## src/rtl/mem_port_arbiter_if.sv

```systemverilog
// -----------------------------------------------------------------------------
// mem_port_arbiter_if
//
// Purpose : Bundles every signal between the memory-port arbiter, its two
//           requesters (CPU and DMA/program loader) and the on-chip RAM port.
//
// Signals :
//   cpu_req/cpu_cmd/cpu_addr/cpu_wdata   CPU request (cmd 00 none, 01 wr, 11 rd)
//   cpu_gnt/cpu_rvalid                   CPU grant pulse and read-data strobe
//   dma_req/dma_cmd/dma_addr/dma_wdata   loader request, same encoding
//   dma_gnt/dma_rvalid                   loader grant pulse and read-data strobe
//   rdata                                shared read data, qualified by *_rvalid
//   mem_cmd/mem_addr/mem_wdata           RAM command, address, write data
//   mem_rdata                            RAM read data (one cycle after read cmd)
//   busy                                 arbiter FSM not idle
//
// Modports:
//   slave  : the arbiter itself
//   master : the environment (requesters + RAM) driving the arbiter
// -----------------------------------------------------------------------------
interface mem_port_arbiter_if #(
  parameter int ADDR_W = 9,
  parameter int DATA_W = 16
);

  logic              cpu_req;
  logic [1:0]        cpu_cmd;
  logic [ADDR_W-1:0] cpu_addr;
  logic [DATA_W-1:0] cpu_wdata;
  logic              cpu_gnt;
  logic              cpu_rvalid;

  logic              dma_req;
  logic [1:0]        dma_cmd;
  logic [ADDR_W-1:0] dma_addr;
  logic [DATA_W-1:0] dma_wdata;
  logic              dma_gnt;
  logic              dma_rvalid;

  logic [DATA_W-1:0] rdata;

  logic [1:0]        mem_cmd;
  logic [ADDR_W-1:0] mem_addr;
  logic [DATA_W-1:0] mem_wdata;
  logic [DATA_W-1:0] mem_rdata;

  logic              busy;

  modport slave (
    input  cpu_req, cpu_cmd, cpu_addr, cpu_wdata,
    input  dma_req, dma_cmd, dma_addr, dma_wdata,
    input  mem_rdata,
    output cpu_gnt, cpu_rvalid, dma_gnt, dma_rvalid,
    output rdata, mem_cmd, mem_addr, mem_wdata, busy
  );

  modport master (
    output cpu_req, cpu_cmd, cpu_addr, cpu_wdata,
    output dma_req, dma_cmd, dma_addr, dma_wdata,
    output mem_rdata,
    input  cpu_gnt, cpu_rvalid, dma_gnt, dma_rvalid,
    input  rdata, mem_cmd, mem_addr, mem_wdata, busy
  );

endinterface

```

## src/rtl/mem_port_arbiter.sv

```systemverilog
// -----------------------------------------------------------------------------
// mem_port_arbiter
//
// Purpose : Shares the single RAM read/write port between the CPU path
//           (requester 0) and the DMA/program-loader engine (requester 1).
//           Accesses are serialised through an IDLE -> ISSUE [-> RDATA] FSM,
//           so two RAM commands are never issued in consecutive cycles.
//
// Ports   :
//   clk    system clock, all state changes on its rising edge
//   reset  synchronous, active-low reset (reset==0 resets the block)
//   bus    mem_port_arbiter_if.slave - requester handshakes, RAM port, busy
//
// Timing  : request sampled in IDLE at edge N -> gnt during cycle N+1 (ISSUE,
//           RAM command on the port) -> rvalid/rdata during cycle N+2 (RDATA).
//
// Build option:
//   MEM_ARB_CPU_PRIORITY_EN  defined   : fixed priority, CPU wins every tie
//                            undefined : round-robin on last_owner (default)
// -----------------------------------------------------------------------------
module mem_port_arbiter #(
  parameter int ADDR_W = 9,
  parameter int DATA_W = 16
) (
  input  logic              clk,
  input  logic              reset,
  mem_port_arbiter_if.slave bus
);

  typedef enum logic [1:0] {
    S_IDLE  = 2'b00,
    S_ISSUE = 2'b01,
    S_RDATA = 2'b10
  } state_t;

  localparam logic [1:0] CMD_NONE = 2'b00;
  localparam logic [1:0] CMD_WR   = 2'b01;
  localparam logic [1:0] CMD_ILL  = 2'b10;
  localparam logic [1:0] CMD_RD   = 2'b11;

  localparam logic OWN_CPU = 1'b0;
  localparam logic OWN_DMA = 1'b1;

  state_t            r_state;
  state_t            w_state_nxt;
  logic              r_owner;
  logic              r_last_owner;
  logic [1:0]        r_cmd;
  logic [ADDR_W-1:0] r_addr;
  logic [DATA_W-1:0] r_wdata;

  logic              w_any_req;
  logic              w_pick_dma;
  logic              w_load;
  logic              w_cmd_real;
  logic [1:0]        w_win_cmd;
  logic [ADDR_W-1:0] w_win_addr;
  logic [DATA_W-1:0] w_win_wdata;

  assign w_any_req = bus.cpu_req | bus.dma_req;

`ifdef MEM_ARB_CPU_PRIORITY_EN
  // Fixed priority: DMA only wins when the CPU is not asking at all.
  assign w_pick_dma = bus.dma_req & ~bus.cpu_req;
`else
  // Round-robin: on a tie the requester that did not own the last access wins.
  // last_owner resets to DMA so the CPU takes the first tie after reset.
  assign w_pick_dma = bus.dma_req & (~bus.cpu_req | (r_last_owner == OWN_CPU));
`endif

  assign w_win_cmd   = w_pick_dma ? bus.dma_cmd   : bus.cpu_cmd;
  assign w_win_addr  = w_pick_dma ? bus.dma_addr  : bus.cpu_addr;
  assign w_win_wdata = w_pick_dma ? bus.dma_wdata : bus.cpu_wdata;

  // Only write and read reach the RAM; none/illegal are granted as no-ops.
  assign w_cmd_real = (r_cmd != CMD_NONE) && (r_cmd != CMD_ILL);

  // State register and the captured winning request.
  always_ff @(posedge clk) begin
    if (!reset) begin
      r_state      <= S_IDLE;
      r_owner      <= OWN_CPU;
      r_last_owner <= OWN_DMA;
      r_cmd        <= CMD_NONE;
      r_addr       <= '0;
      r_wdata      <= '0;
    end else begin
      r_state <= w_state_nxt;
      if (w_load) begin
        r_owner      <= w_pick_dma;
        r_last_owner <= w_pick_dma;
        r_cmd        <= w_win_cmd;
        r_addr       <= w_win_addr;
        r_wdata      <= w_win_wdata;
      end
    end
  end

  // Next-state and strobe decode.
  always_comb begin
    w_state_nxt    = r_state;
    w_load         = 1'b0;
    bus.cpu_gnt    = 1'b0;
    bus.dma_gnt    = 1'b0;
    bus.cpu_rvalid = 1'b0;
    bus.dma_rvalid = 1'b0;
    bus.mem_cmd    = CMD_NONE;
    bus.rdata      = '0;

    case (r_state)
      S_IDLE: begin
        if (w_any_req) begin
          w_load      = 1'b1;
          w_state_nxt = S_ISSUE;
        end
      end
      S_ISSUE: begin
        bus.cpu_gnt = (r_owner == OWN_CPU);
        bus.dma_gnt = (r_owner == OWN_DMA);
        if (w_cmd_real) begin
          bus.mem_cmd = r_cmd;
        end
        w_state_nxt = (r_cmd == CMD_RD) ? S_RDATA : S_IDLE;
      end
      S_RDATA: begin
        bus.cpu_rvalid = (r_owner == OWN_CPU);
        bus.dma_rvalid = (r_owner == OWN_DMA);
        bus.rdata      = bus.mem_rdata;
        w_state_nxt    = S_IDLE;
      end
      default: begin
        w_state_nxt = S_IDLE;
      end
    endcase

    // A reset that lands in the middle of an access silences its strobes in
    // that same cycle; the access is abandoned and must be re-requested.
    if (!reset) begin
      bus.cpu_gnt    = 1'b0;
      bus.dma_gnt    = 1'b0;
      bus.cpu_rvalid = 1'b0;
      bus.dma_rvalid = 1'b0;
      bus.mem_cmd    = CMD_NONE;
      bus.rdata      = '0;
    end
  end

  assign bus.mem_addr  = r_addr;
  assign bus.mem_wdata = r_wdata;
  assign bus.busy      = (r_state != S_IDLE);

endmodule
```

## src/flat_wrapper.sv

```systemverilog
// flat-port wrapper written by rule: the top's interface ports become plain ports
module mem_port_arbiter_flat 
#(
  parameter int ADDR_W = 9,
  parameter int DATA_W = 16
)
  (clk, reset, bus_cpu_req, bus_cpu_cmd, bus_cpu_addr, bus_cpu_wdata, bus_dma_req, bus_dma_cmd, bus_dma_addr, bus_dma_wdata, bus_mem_rdata, bus_cpu_gnt, bus_cpu_rvalid, bus_dma_gnt, bus_dma_rvalid, bus_rdata, bus_mem_cmd, bus_mem_addr, bus_mem_wdata, bus_busy);
  mem_port_arbiter_if #(.ADDR_W(ADDR_W), .DATA_W(DATA_W)) bus_i ();
  input  logic clk;
  input  logic reset;
  input wire logic [$bits(bus_i.cpu_req)-1:0] bus_cpu_req;
  input wire logic [$bits(bus_i.cpu_cmd)-1:0] bus_cpu_cmd;
  input wire logic [$bits(bus_i.cpu_addr)-1:0] bus_cpu_addr;
  input wire logic [$bits(bus_i.cpu_wdata)-1:0] bus_cpu_wdata;
  input wire logic [$bits(bus_i.dma_req)-1:0] bus_dma_req;
  input wire logic [$bits(bus_i.dma_cmd)-1:0] bus_dma_cmd;
  input wire logic [$bits(bus_i.dma_addr)-1:0] bus_dma_addr;
  input wire logic [$bits(bus_i.dma_wdata)-1:0] bus_dma_wdata;
  input wire logic [$bits(bus_i.mem_rdata)-1:0] bus_mem_rdata;
  output wire logic [$bits(bus_i.cpu_gnt)-1:0] bus_cpu_gnt;
  output wire logic [$bits(bus_i.cpu_rvalid)-1:0] bus_cpu_rvalid;
  output wire logic [$bits(bus_i.dma_gnt)-1:0] bus_dma_gnt;
  output wire logic [$bits(bus_i.dma_rvalid)-1:0] bus_dma_rvalid;
  output wire logic [$bits(bus_i.rdata)-1:0] bus_rdata;
  output wire logic [$bits(bus_i.mem_cmd)-1:0] bus_mem_cmd;
  output wire logic [$bits(bus_i.mem_addr)-1:0] bus_mem_addr;
  output wire logic [$bits(bus_i.mem_wdata)-1:0] bus_mem_wdata;
  output wire logic [$bits(bus_i.busy)-1:0] bus_busy;
  assign bus_i.cpu_req = bus_cpu_req;
  assign bus_i.cpu_cmd = bus_cpu_cmd;
  assign bus_i.cpu_addr = bus_cpu_addr;
  assign bus_i.cpu_wdata = bus_cpu_wdata;
  assign bus_i.dma_req = bus_dma_req;
  assign bus_i.dma_cmd = bus_dma_cmd;
  assign bus_i.dma_addr = bus_dma_addr;
  assign bus_i.dma_wdata = bus_dma_wdata;
  assign bus_i.mem_rdata = bus_mem_rdata;
  assign bus_cpu_gnt = bus_i.cpu_gnt;
  assign bus_cpu_rvalid = bus_i.cpu_rvalid;
  assign bus_dma_gnt = bus_i.dma_gnt;
  assign bus_dma_rvalid = bus_i.dma_rvalid;
  assign bus_rdata = bus_i.rdata;
  assign bus_mem_cmd = bus_i.mem_cmd;
  assign bus_mem_addr = bus_i.mem_addr;
  assign bus_mem_wdata = bus_i.mem_wdata;
  assign bus_busy = bus_i.busy;
  mem_port_arbiter #(.ADDR_W(ADDR_W), .DATA_W(DATA_W)) u_core (.clk(clk), .reset(reset), .bus(bus_i));
endmodule
```

## config.mk

```make
export PLATFORM = sky130hd
export DESIGN_NAME = mem_port_arbiter_flat
export DESIGN_NICKNAME = d
export VERILOG_FILES = /design/src/rtl/mem_port_arbiter_if.sv /design/src/rtl/mem_port_arbiter.sv /design/src/flat_wrapper.sv
export SDC_FILE = /design/constraint.sdc
export NUM_CORES = 1
export LEC_CHECK = 0
export ABC_AREA = 1
export CAP_MARGIN = 25
export CORE_ASPECT_RATIO = 1.25
export CORE_MARGIN = 2
export CORE_UTILIZATION = 40
export CTS_CLUSTER_DIAMETER = 50
export DETAILED_ROUTE_END_ITERATION = 6
export PLACE_DENSITY = 0.95
export RECOVER_POWER = 25
export REMOVE_ABC_BUFFERS = 1
export SETUP_SLACK_MARGIN = 0.5
export SLEW_MARGIN = 20
export SYNTH_ARGS = -nofsm -noshare
export SYNTH_HDL_FRONTEND = slang
export SYNTH_SLANG_ARGS = --single-unit
```

## constraint.sdc

```tcl
create_clock -name clk -period 1.8 [get_ports clk]
set_input_delay 0.27 -clock clk [delete_from_list [all_inputs] [get_ports clk]]
set_output_delay 0.27 -clock clk [all_outputs]
set_load 0.005 [all_outputs]
```

**Word-level counts from Yosys, hierarchy flattened**

Cells that the tools add are included.

- Equal/unequal tests: 5
- Mux-type cells: 21
- Bitwise operators: 6
- Reductions and logical operators: 4

Operators by type and width:

| operator | count |
|---|---|
| two-way mux 16 bit | 3 |
| two-way mux 2 bit | 6 |
| two-way mux 1 bit | 10 |
| two-way mux 9 bit | 1 |
| equality test 2 bit, second input constant | 2 |
| case mux 2 bit (2 select lines) | 1 |
| nonzero test 2 bit | 2 |
| NOT 1 bit | 3 |
| equality test 2 x 1 -> 1 bit, second input constant | 1 |
| logical NOT 2 bit | 1 |
| != test 2 x 1 -> 1 bit, second input constant | 1 |
| != test 2 bit, second input constant | 1 |
| bitwise OR 1 bit | 2 |
| bitwise AND 1 bit | 1 |
| logical AND 1 bit | 1 |

- Register bits: 31
- Input bits: 74
- Output and inout port bits: 48
- Logic and storage cells: 42

**Logic depth before layout (Yosys ltp)**

- Depth in word-level cells: 5
- Gate-level depth with buffers: 7
- Mapped depth without buffers: 6

**Worst setup path after synthesis**

Ideal clock, no wire load.

- Path type: register -> output
- Start point: register u_core.r_state[1]
- End point: output port bus_rdata[10]
- Arrival: 873 ps
- Slack: 657 ps
- Cell stages (with the launch flop): 4
- Buffers on the path: 1
- Cells stage by stage: dfxtp_1 -> nand3_1 -> buf_2 -> nor2_1

- Longest elaborated chain between the ends: 3

Ends and longest elaborated chain:

| element | line | text |
|---|---|---|
| start, declared | mem_port_arbiter.sv:44 | `state_t r_state;` |
| start signal, assigned | mem_port_arbiter.sv:88 | `r_state <= w_state_nxt;` |
| equality test 2 bit | mem_port_arbiter.sv:110 | `case (r_state)` |
| two-way mux 16 bit | mem_port_arbiter.sv:110 |  |
| two-way mux 16 bit | mem_port_arbiter.sv:138 | `if (!reset) begin` |
| end, declared | flat_wrapper.sv:24 | `output wire logic [$bits(bus_i.rdata)-1:0] bus_rdata;` |

No other way between the ends.

**Final worst setup path**

- Start point: register u_core.r_state[1]
- End point: output port bus_dma_gnt

- Longest elaborated chain between the ends: 3

Ends and longest elaborated chain:

| element | line | text |
|---|---|---|
| equality test 2 x 1 -> 1 bit | mem_port_arbiter.sv:110 |  |
| two-way mux 1 bit | mem_port_arbiter.sv:110 |  |
| two-way mux 1 bit | mem_port_arbiter.sv:138 |  |
| end, declared | flat_wrapper.sv:22 | `output wire logic [$bits(bus_i.dma_gnt)-1:0] bus_dma_gnt;` |

No other way between the ends.

==> results summary <==
The run finished with clean final reports. The starting density of the core is 0.416. Leaving out fill and tap cells, the most frequent cell in the layout is sky130_fd_sc_hd__nand2_1. The worst hold path belongs to the class input port to flip-flop. The register area share after synthesis came out at 0.313.

Setup violations remaining at the end of the flow were counted as 0. The critical path capture point is bus_dma_gnt. The dominant cell type by area after synthesis is sky130_fd_sc_hd__dfxtp_1.

Clock skew on the completed layout was measured at 0.00669 ns. After the first detailed-routing iteration, the DRC count stood at 50. After synthesis, the mean cell area works out to 6.12 sq um. The later-pin clock latency in the skew report came out at 0.28 ns.

The final critical path time including I/O delays and setup is 1.51 ns. The final total power came out at 1.98 mW. The number of placed I/O pins is 122. Row generation in the floorplan step produced 28 rows. The via count of the first global-routing pass came out at 2218.

The max-capacitance violation count is 0. The internal power came out at 1.39 mW. The global placer's final weighted congestion came out at 0.716.

The worst endpoint required time came out at 1.53 ns. The H-tree was split into 2 levels. From bottom edge to top edge, the die measures 82.8 microns. The die width is 67 microns.

The count of buffers added on input and output ports is 121. CTS saw 31 sinks. The endpoint of the worst register-to-register path is u_core.bus.mem_addr[4].

The portion of total power attributed to sequential cells is 0.400. The net count of the finished layout came out at 520. The CTS tree is yes.

The initial antenna violation count came out at 0. For this run, the total global-route usage over all layers was measured as 0.215. The share of the synthesized area in the top cell type is 0.313. The quantity of hold-fixing buffers added after cts came out at 0. In the layout the commonest cells are 83 x sky130_fd_sc_hd__nand2_1, 70 x sky130_fd_sc_hd__clkdlybuf4s50_1, 63 x sky130_fd_sc_hd__nor2_1. The measured slew at the worst slew-check pin came out at 0.447 ns. In this run the register-to-register setup slack is 0.51 ns.

The wire length per cell after detailed routing is 11.9 microns. The switching power of the nets came out at 0.588 mW. The worst-path maximum fanout is 5. Timing would allow up to 0.661 GHz.

The count of nets left with antenna violations after detail routing came out at 0. The first global-routing pass estimated 9110 microns of wire. The worst setup path is of the flip-flop to output pin kind.

Setup repair after global routing could not meet its margin everywhere. The final antenna diode count is 0. The startpoint type of the worst setup path is a flip-flop.

The count of TritonRoute iterations in the first routing pass came out at 5. The cell sitting at the root of the clock tree is a sky130_fd_sc_hd__clkbuf_8. The max-slew violation count came out at 0. The power per standard cell area is 597 mW/mm^2. The largest delay contributor family on the critical path is buffers and inverters. The number of buffers added by the clock tree synthesis step came out at 5. The share of final-layout standard cells stronger than drive strength 1 came out at 0.152.

For this run, the slowest stage of the critical path takes 0.36 ns. The total die area came out at 0.00554 sq mm. The clock network fraction of design power is 0.274. The worst-case clock buffer depth is 2.

The final worst setup slack came out at 0.287 ns. The analysis attributes to cell leakage a power of 1.69 nW. Counting buffers and inverters, the worst setup path is 4 cells deep.

The post-CTS clock slew at the launch and capture registers of the worst setup and hold paths came out at 0.06 ns. STA classifies the critical path endpoint as an output pin. Summed over all layers, the global routing overflow is 0. The cell count after synthesis came out at 324. The number of vias per cell came out at 4.62. The pin count of the biggest net entering global routing is 56.

The worst register-to-register path has a depth of 7. Walking the worst path, the cells encountered are inv_1 > nand3_4 > nor2_1 > dlygate4sd2_1. The total half-perimeter wirelength after legalization and detailed placement came out at 4090 microns. The maximum ir drop on the vdd rail is 0.432 mV. The synthesis-to-finish area growth is 67.0%. Synthesis instantiated 19 different standard cells from the library.

The relative slew slack came out at 0.701. The aggregate routed wire length came out at 6010 microns. The detailed-route DRC error count came out at 0. Ranked by total cell area, the synthesized netlist is headed by sky130_fd_sc_hd__dfxtp_1 31%, sky130_fd_sc_hd__nand2_1 16%, sky130_fd_sc_hd__nor2_1 14%. The final period utilization came out at 0.841. Timing analysis after detailed placement gives a worst setup slack of -0.234 ns.

The total via count after detailed routing came out at 2337. In this run the critical register-to-register path is launched from u_core.r_state[0]. The count of synthesis-stage warnings from yosys came out at 0. The filler cell count in the final layout is 413.

The hold violation count in the final report came out at 0. The data arrival time of the critical path came out at 1.24 ns. The most critical setup path has its startpoint at u_core.r_state[1].

The largest individual stage delay along the critical path comes from the cell sky130_fd_sc_hd__dfxtp_4. The post-synthesis instance area came out at 0.00198 sq mm. The synthesized design contains 31 register bits. The share of total power consumed by net switching is 0.297.

The share of power burned in combinational logic came out at 0.326. The buffer and inverter count on the worst path came out at 2. The placeable core area is 0.00476 sq mm.
==> synth_stat cells, drive strengths merged <==
library cell / number
nand2: 85
nor2: 79
inv: 47
dfxtp: 31
nand3: 31
a21boi: 27
buf: 17
clkbuf: 2
nor3: 2
a21oi: 1
dlygate4sd1: 1
o21ai: 1
==> state kept, by name (all words and copies together), names as in the netlist <==
signal / flops
u_core.r_state: 2
u_core.bus.mem_addr: 9
u_core.r_last_owner: 1
u_core.r_cmd: 2
u_core.r_owner: 1
u_core.bus.mem_wdata: 16
==> tightest hold or removal path, stage by stage <==
cell and delay, ns:
sky130_fd_sc_hd__clkdlybuf4s15_2 0.26, sky130_fd_sc_hd__nand3_4 0.15, sky130_fd_sc_hd__nor3_1 0.05
==> metrics by stage <==
| step | instance area [sq um] | TNS [ns] | util | hold WS, ns | std cells |
|---|---|---|---|---|---|
| after floorplan | 1830 | 0 | - | 0.354 | 304 |
| after global placement | 3140 | -3.20 | 0.660 | 0.485 | 490 |
| after detailed placement | 3140 | -4.28 | 0.660 | 0.496 | 490 |
| after CTS | 3230 | 0 | 0.678 | 0.468 | 503 |
| after global routing | 3310 | 0 | 0.695 | 0.496 | 506 |
| final | 3310 | 0 | 0.695 | 0.491 | 506 |
==> power by group through the flow <==
| stage | clock [mW] | combinational [mW] | sequential [mW] |
|---|---|---|---|
| floorplan | 0 | 0.265 | 0.810 |
| global placement | 0 | 0.626 | 0.803 |
| detailed placement | 0 | 0.644 | 0.808 |
| CTS | 0.561 | 0.627 | 0.792 |
| global route | 0.587 | 0.723 | 0.800 |
| finish | 0.543 | 0.644 | 0.792 |
==> cell type report <==
type	instances	area, sq um	share of cell area
clock buffer	6	82.6	0.0249
clock inverter	1	5.00	0.00151
inverter	47	176	0.0532
multi-input combinational	228	1160	0.349
sequential	31	626	0.189
tap	60	75.1	0.0227
timing repair buffer	133	1190	0.360
==> what timing repair did <==
action / in CTS / in global routing
cloned: 3 / 1
endpoints found under the setup margin: 77 / 40
gates resized for setup: 128 / 19
pin swaps: 5 / 4
setup buffers: 3 / 2
==> kinds of logic (layout without fill, tap and decap cells) <==
family | after synthesis | in the layout | share of synthesized area
buf+inv | 67 | 187 | 0.169
flops | 31 | 31 | 0.313
compound gates | 29 | 29 | 0.109
simple gates | 197 | 199 | 0.409
==> worst min-delay path by stage <==
stage | startpoint | endpoint | cells after the start
after floorplan | reset | u_core.r_last_owner | 1
after global placement | u_core.r_owner | u_core.r_owner | 2
after detailed placement | u_core.r_owner | u_core.r_owner | 2
after CTS | reset | u_core.r_state[1] | 3
after global routing | reset | u_core.r_state[1] | 3
final | reset | u_core.r_state[1] | 3
==> layer usage <==
| metal | track usage | share of wire |
|---|---|---|
| met1 | 0.194 | 0.35 |
| met2 | 0.440 | 0.55 |
| met3 | 0.0718 | 0.089 |
| met4 | 0.0592 | 0.011 |
| met5 | 0 | 0 |
No activity file was read; power rests on OpenSTA's default activity.
